===== config.mk =====
export PLATFORM = sky130hd
export DESIGN_NAME = alu_serial_ctrl
export DESIGN_NICKNAME = d
export VERILOG_FILES = /design/src/rtl/alu_pkg.sv /design/src/rtl/alu_bit_slice.sv /design/src/rtl/alu_serial_ctrl.sv
export SDC_FILE = /design/constraint.sdc
export NUM_CORES = 1
export LEC_CHECK = 0
export CAP_MARGIN = 20
export CORE_ASPECT_RATIO = 0.5
export CORE_MARGIN = 5
export CORE_UTILIZATION = 54
export CTS_BUF_LIST = sky130_fd_sc_hd__clkbuf_8 sky130_fd_sc_hd__clkbuf_16
export CTS_CLUSTER_SIZE = 14
export DETAILED_ROUTE_END_ITERATION = 10
export PLACE_DENSITY = 0.81
export SETUP_SLACK_MARGIN = 0.5
export SLEW_MARGIN = 20
export SYNTH_ARGS = -nofsm -noshare
export SYNTH_HDL_FRONTEND = slang
export SYNTH_SLANG_ARGS = --single-unit

===== constraint.sdc =====
create_clock -name clk -period 1.9 [get_ports clk]
set_input_delay 0.285 -clock clk [delete_from_list [all_inputs] [get_ports clk]]
set_output_delay 0.285 -clock clk [all_outputs]
set_load 0.005 [all_outputs]

===== src/rtl/alu_pkg.sv =====
// Shared definitions for the bit-serial ALU sequencer:
// ALU_control codes, FSM state encoding, op classification helper.
package alu_pkg;

    localparam logic [3:0] ALU_AND  = 4'b0000;
    localparam logic [3:0] ALU_OR   = 4'b0001;
    localparam logic [3:0] ALU_ADD  = 4'b0010;
    localparam logic [3:0] ALU_SUB  = 4'b0110;
    localparam logic [3:0] ALU_SLT  = 4'b0111;
    localparam logic [3:0] ALU_NOR  = 4'b1100;
    localparam logic [3:0] ALU_NAND = 4'b1101;

    typedef enum logic [1:0] {
        S_IDLE = 2'd0,
        S_RUN  = 2'd1,
        S_DONE = 2'd2
    } state_t;

    function automatic logic is_arith(input logic [3:0] c);
        return (c == ALU_ADD) || (c == ALU_SUB) || (c == ALU_SLT);
    endfunction

endpackage


===== src/rtl/alu_bit_slice.sv =====
// Combinational 1-bit ALU slice: optional operand inversion, AND/OR/sum.
// Ports: a, b, invertA, invertB, carryIn, operation[1:0] -> result, carryOut.
module alu_bit_slice (
    input  logic       a,
    input  logic       b,
    input  logic       invertA,
    input  logic       invertB,
    input  logic       carryIn,
    input  logic [1:0] operation,
    output logic       result,
    output logic       carryOut
);

    logic w_a;
    logic w_b;
    logic w_sum;

    assign w_a      = a ^ invertA;
    assign w_b      = b ^ invertB;
    assign w_sum    = w_a ^ w_b ^ carryIn;
    assign carryOut = (w_a & w_b) | (carryIn & (w_a ^ w_b));

    // Operation 11 yields the raw sum; the controller builds the SLT bit.
    always_comb begin
        result = 1'b0;
        unique case (operation)
            2'b00:        result = w_a & w_b;
            2'b01:        result = w_a | w_b;
            2'b10, 2'b11: result = w_sum;
            default:      result = 1'b0;
        endcase
    end

endmodule


===== src/rtl/alu_serial_ctrl.sv =====
// Bit-serial ALU: one shared slice, one result bit per cycle, start/done.
// Ports: clk, rst_n, start, ALU_control, src1, src2 -> busy, done,
//        result, zero, cout, overflow (outputs held until the next done).
module alu_serial_ctrl
    import alu_pkg::*;
#(
    parameter int WIDTH = 32,
    parameter int CNT_W = $clog2(WIDTH)
) (
    input  logic             clk,
    input  logic             rst_n,
    input  logic             start,
    input  logic [3:0]       ALU_control,
    input  logic [WIDTH-1:0] src1,
    input  logic [WIDTH-1:0] src2,
    output logic             busy,
    output logic             done,
    output logic [WIDTH-1:0] result,
    output logic             zero,
    output logic             cout,
    output logic             overflow
);

    localparam logic [CNT_W-1:0] LAST = CNT_W'(WIDTH - 1);

    state_t           r_state;
    state_t           w_next;
    logic [CNT_W-1:0] r_cnt;
    logic             r_carry;
    logic [WIDTH-1:0] r_a_sr;
    logic [WIDTH-1:0] r_b_sr;
    logic [WIDTH-1:0] r_res_sr;
    logic [3:0]       r_ctrl;
    logic             r_cin_msb;
    logic             r_cout_msb;
    logic             r_sum_msb;

    logic             w_accept;
    logic             w_last;
    logic             w_load;
    logic             w_bit;
    logic             w_cout;
    logic             w_ovf;
    logic             w_arith;
    logic [WIDTH-1:0] w_final;

    alu_bit_slice u_slice (
        .a         (r_a_sr[0]),
        .b         (r_b_sr[0]),
        .invertA   (r_ctrl[3]),
        .invertB   (r_ctrl[2]),
        .carryIn   (r_carry),
        .operation (r_ctrl[1:0]),
        .result    (w_bit),
        .carryOut  (w_cout)
    );

    always_ff @(posedge clk or negedge rst_n) begin
        if (!rst_n) r_state <= S_IDLE;
        else        r_state <= w_next;
    end

    always_comb begin
        w_next = r_state;
        unique case (r_state)
            S_IDLE:  if (start) w_next = S_RUN;
            S_RUN:   if (r_cnt == LAST) w_next = S_DONE;
            S_DONE:  w_next = S_IDLE;
            default: w_next = S_IDLE;
        endcase
    end

    always_comb begin
        w_accept = (r_state == S_IDLE) && start;
        w_last   = (r_state == S_RUN) && (r_cnt == LAST);
        w_load   = (r_state == S_DONE);
    end

    // Operands shift right so the slice always sees bit 0; result bits
    // enter at the MSB and reach their final position after WIDTH shifts.
    always_ff @(posedge clk or negedge rst_n) begin
        if (!rst_n) begin
            r_cnt      <= '0;
            r_carry    <= 1'b0;
            r_a_sr     <= '0;
            r_b_sr     <= '0;
            r_res_sr   <= '0;
            r_ctrl     <= '0;
            r_cin_msb  <= 1'b0;
            r_cout_msb <= 1'b0;
            r_sum_msb  <= 1'b0;
        end else if (w_accept) begin
            r_a_sr  <= src1;
            r_b_sr  <= src2;
            r_ctrl  <= ALU_control;
            r_carry <= ALU_control[2];
            r_cnt   <= '0;
        end else if (r_state == S_RUN) begin
            r_a_sr   <= r_a_sr >> 1;
            r_b_sr   <= r_b_sr >> 1;
            r_res_sr <= {w_bit, r_res_sr[WIDTH-1:1]};
            r_carry  <= w_cout;
            if (w_last) begin
                r_cnt      <= '0;
                r_cin_msb  <= r_carry;
                r_cout_msb <= w_cout;
                r_sum_msb  <= w_bit;
            end else begin
                r_cnt <= r_cnt + CNT_W'(1);
            end
        end
    end

    always_comb begin
        w_ovf   = r_cin_msb ^ r_cout_msb;
        w_arith = is_arith(r_ctrl);
        w_final = '0;
        case (r_ctrl)
            ALU_AND, ALU_OR, ALU_ADD,
            ALU_SUB, ALU_NOR, ALU_NAND: w_final = r_res_sr;
            // Sign of the true difference, corrected for overflow.
            ALU_SLT: w_final = {{(WIDTH-1){1'b0}}, r_sum_msb ^ w_ovf};
            default: w_final = '0;
        endcase
    end

    always_ff @(posedge clk or negedge rst_n) begin
        if (!rst_n) begin
            busy     <= 1'b0;
            done     <= 1'b0;
            result   <= '0;
            zero     <= 1'b0;
            cout     <= 1'b0;
            overflow <= 1'b0;
        end else begin
            busy <= (w_next != S_IDLE);
            done <= w_load;
            if (w_load) begin
                result   <= w_final;
                zero     <= (w_final == '0);
                cout     <= w_arith & r_cout_msb;
                overflow <= w_arith & w_ovf;
            end
        end
    end

endmodule


==> impl_metrics.json <==
{
  "seqPwrFrac_pct": 38.2,
  "postSynthNetCount": 729,
  "cp-start-kind": "flip-flop",
  "start_util_pct": 55.7,
  "wire_per_inst_um": 23.0,
  "synth_warn": 0,
  "min_period_over_period_pct": 91.1,
  "detail_route.wirelength_um": 23500,
  "grt_remaining_overflow": 0,
  "port-buffer-count": 107,
  "grt.total_usage_pct": 25.4,
  "floorplan_core_area_um2": 11900,
  "hpwl_dp_um": 10100,
  "numClockSinks": 148,
  "grt_antenna_before_repair": 0,
  "clock_insertion_delay_worst_skew_ns": 0.43,
  "rsz0062_at_grt": "yes",
  "gp_routability_congestion": 0.814,
  "synthesis.instances": 653,
  "layout.cells.most_common": "dfrtp_1",
  "comb_power_share_pct": 38.8,
  "critical_path_peak_fanout": 7,
  "cts_inserted_buffers": 17,
  "layout.cells.most_common_list": "dfrtp_1 (142), nand2_1 (75), clkdlybuf4s50_1 (68)",
  "die_y_um": 88.4,
  "grt_pass1_wl_um": 29800,
  "drt-pass1-iter-count": 5,
  "reg2reg_from": "r_state[1]$_DFF_PN0_",
  "top_metal_used": "met4",
  "power.clock.fraction_pct": 22.9,
  "static-leakage-power_uw": 0.00474,
  "initialDrtViolationCount": 641,
  "detailroute.via_count": 6353,
  "cts_root_buf": "clkbuf_16",
  "synth-main-ff-cell": "dfrtp_1",
  "finalCriticalPeriod_ns": 1.73,
  "final-max-slew-violation-count": 0,
  "wl_met2_um": 11800,
  "worst_case_vdd_ir_drop_mv": 0.747,
  "finish.net_count": 917,
  "switching_power_uw": 5510,
  "synth_area_per_cell_um2": 10.2,
  "syn-cell-area_um2": 6640,
  "drv_cap": 0,
  "path_clk_slew_ns": 0.07,
  "finalClockSkew_ns": 0.0148,
  "rr_worst_depth": 8,
  "status": "finished clean",
  "powerDensity_nw_per_um2": 1420,
  "sw_share_pct": 37.8,
  "final_core_util_pct": 86.3,
  "hold_path.class": "input port to asynchronous set/reset pin",
  "die_w_um": 167,
  "placementRows": 28,
  "synthDominantCellAreaShare_pct": 55.8,
  "timing.setup.tns_ns": 0,
  "drt_drc_violations_left": 0,
  "synth.yosys.seq_area_share_pct": 55.8,
  "cts_tree": "yes",
  "timing.rr.end": "r_a_sr[24]$_DFFE_PN0P_",
  "ioPinCount": 108,
  "slew_headroom_pct": 54.3,
  "worst_slew_pin_slew_ns": 0.668,
  "fin_hold_viols": 0,
  "met1_wl_um": 9080,
  "first_global_vias": 5763,
  "number_of_vias_per_cell": 6.23,
  "synth_edf_count": 0,
  "r2r_slack_ns": 0.17,
  "seq_cells_post_synth": 148,
  "max_clock_freq_ghz": 0.578,
  "number_of_antenna_diodes": 0,
  "route.antenna.remaining_nets": 0,
  "met3_wirelength_um": 1810,
  "cts-root-to-sink-buffers": 2,
  "intPower_uw": 9060,
  "final_layout_size_suffix_gt1_share_pct": 30.3,
  "synth-async-reset-ratio_pct": 100,
  "setup.worst_path.class": "flip-flop to flip-flop",
  "cell_taking_the_most_area_after_synthesis": "dfrtp_1",
  "worstPathArrival_ns": 2.05,
  "timing.critical_path.required_ns": 2.22,
  "htree_num_levels": 4,
  "crit_path_end_kind": "flip-flop",
  "grt_max_degree": 57,
  "relative_area_change_from_synthesis_to_final_layout_pct": 54.9,
  "design.die.area_um2": 14700,
  "synth_area_leaders": "dfrtp_1 (56%), a22oi_1 (7.0%), nor2b_1 (6.2%)",
  "finalSetupViolations": 0,
  "synth.distinct_cells": 40
}
## worst max-delay path, cell delays in order, from the launching register on
cell	delay, ns
dfrtp_4	0.53
buf_6	0.14
buf_6	0.11
nor2b_4	0.18
clkbuf_16	0.23
buf_12	0.12
buf_16	0.12
a22oi_2	0.06
o21ai_1	0.16
## logic make-up (layout without fill, tap and decap cells)
| kind of cell | Yosys count | after routing | synth area share, % |
|---|---|---|---|
| and+or+nand+nor | 189 | 189 | 14.2 |
| AOI/OAI and AO/OA | 241 | 242 | 23.2 |
| adders and majority gates | 5 | 5 | 1.06 |
| xor gates and xnor gates | 6 | 6 | 0.999 |
| buffers and inverters | 59 | 259 | 3.83 |
| DFF | 148 | 148 | 55.8 |
| muxes | 5 | 5 | 0.830 |
## Yosys cell counts (2+ instances only)
| library cell | number |
|---|---|
| a211oi_1 | 2 |
| a21oi_1 | 64 |
| a22o_1 | 39 |
| a22oi_1 | 62 |
| buf_1 | 3 |
| buf_2 | 8 |
| buf_6 | 3 |
| clkbuf_1 | 37 |
| dfrtp_1 | 148 |
| ha_1 | 4 |
| inv_1 | 7 |
| mux2_1 | 4 |
| nand2_1 | 98 |
| nand2b_1 | 2 |
| nand3b_1 | 2 |
| nor2_1 | 5 |
| nor2b_1 | 66 |
| nor4_1 | 7 |
| o21ai_0 | 68 |
| xor2_1 | 4 |
## metal layers
layer	vias up	GRT usage, %
li1	2705	-
met1	3205	32.0
met2	372	44.6
met3	71	5.80
met4	0	8.91
met5	-	0
## cell type report
class / instances / area (um^2)
Clock buffer: 17 / 425
Clock inverter: 15 / 148
Fill cell: 546 / 1630
Inverter: 8 / 30.0
Multi-Input combinational cell: 447 / 3250
Sequential cell: 148 / 3710
Tap cell: 165 / 206
Timing Repair Buffer: 219 / 2500
## flip-flops by register name, summed over array words and instances, names as in the netlist, 2 cells and up
signal,cells
r_a_sr,32
r_b_sr,32
r_cnt,5
r_ctrl,4
r_res_sr,32
r_state,2
result,32
## power by group through the flow
stage / Sequential, uW / Combinational, uW / Clock (uW)
2_1_floorplan: 4930 / 2310 / 0
3_3_place_gp: 5200 / 2900 / 0
3_5_place_dp: 5250 / 3060 / 0
4_1_cts: 5230 / 3950 / 3300
5_1_grt: 5670 / 6020 / 3490
6_report: 5570 / 5660 / 3340
## worst max-delay path by stage
stage | startpoint | endpoint | slack, ns | cells past startpoint
final | r_state[1]$_DFF_PN0_ | r_a_sr[24]$_DFFE_PN0P_ | 0.17 | 8
after floorplan | r_ctrl[3]$_DFFE_PN0P_ | r_res_sr[31]$_DFFE_PN0P_ | 0.37 | 7
after detailed placement | r_state[1]$_DFF_PN0_ | overflow$_DFFE_PN0P_ | 0.18 | 4
after CTS | r_ctrl[2]$_DFFE_PN0P_ | result[17]$_DFFE_PN0P_ | 0.33 | 7
after global placement | r_ctrl[3]$_DFFE_PN0P_ | r_res_sr[31]$_DFFE_PN0P_ | 0.32 | 6
after global routing | r_state[1]$_DFF_PN0_ | r_a_sr[24]$_DFFE_PN0P_ | 0.18 | 8
## per-stage QoR
stage          cells  area, um^2  hold WS, ns  setup WS (ns)  total power, uW
2_1_floorplan    653        6650      -0.0106          0.374             7240
3_3_place_gp     896        7950        0.285          0.322             8110
3_5_place_dp     896        7950        0.292          0.181             8310
4_1_cts          989        9340        0.415          0.332            12500
5_1_grt         1019       10300        0.451          0.176            15200
6_report        1019       10300        0.394          0.168            14600
## timing repair
action	in CTS	in global routing
setup buffers	50	21
pin swaps	10	66
setup endpoints to repair	179	148
endpoints found under the hold margin	52	0
gates resized for setup	98	177
gates cloned	10	9
hold buffers	1	0
Note: power is estimated with default switching activity, not from simulation.
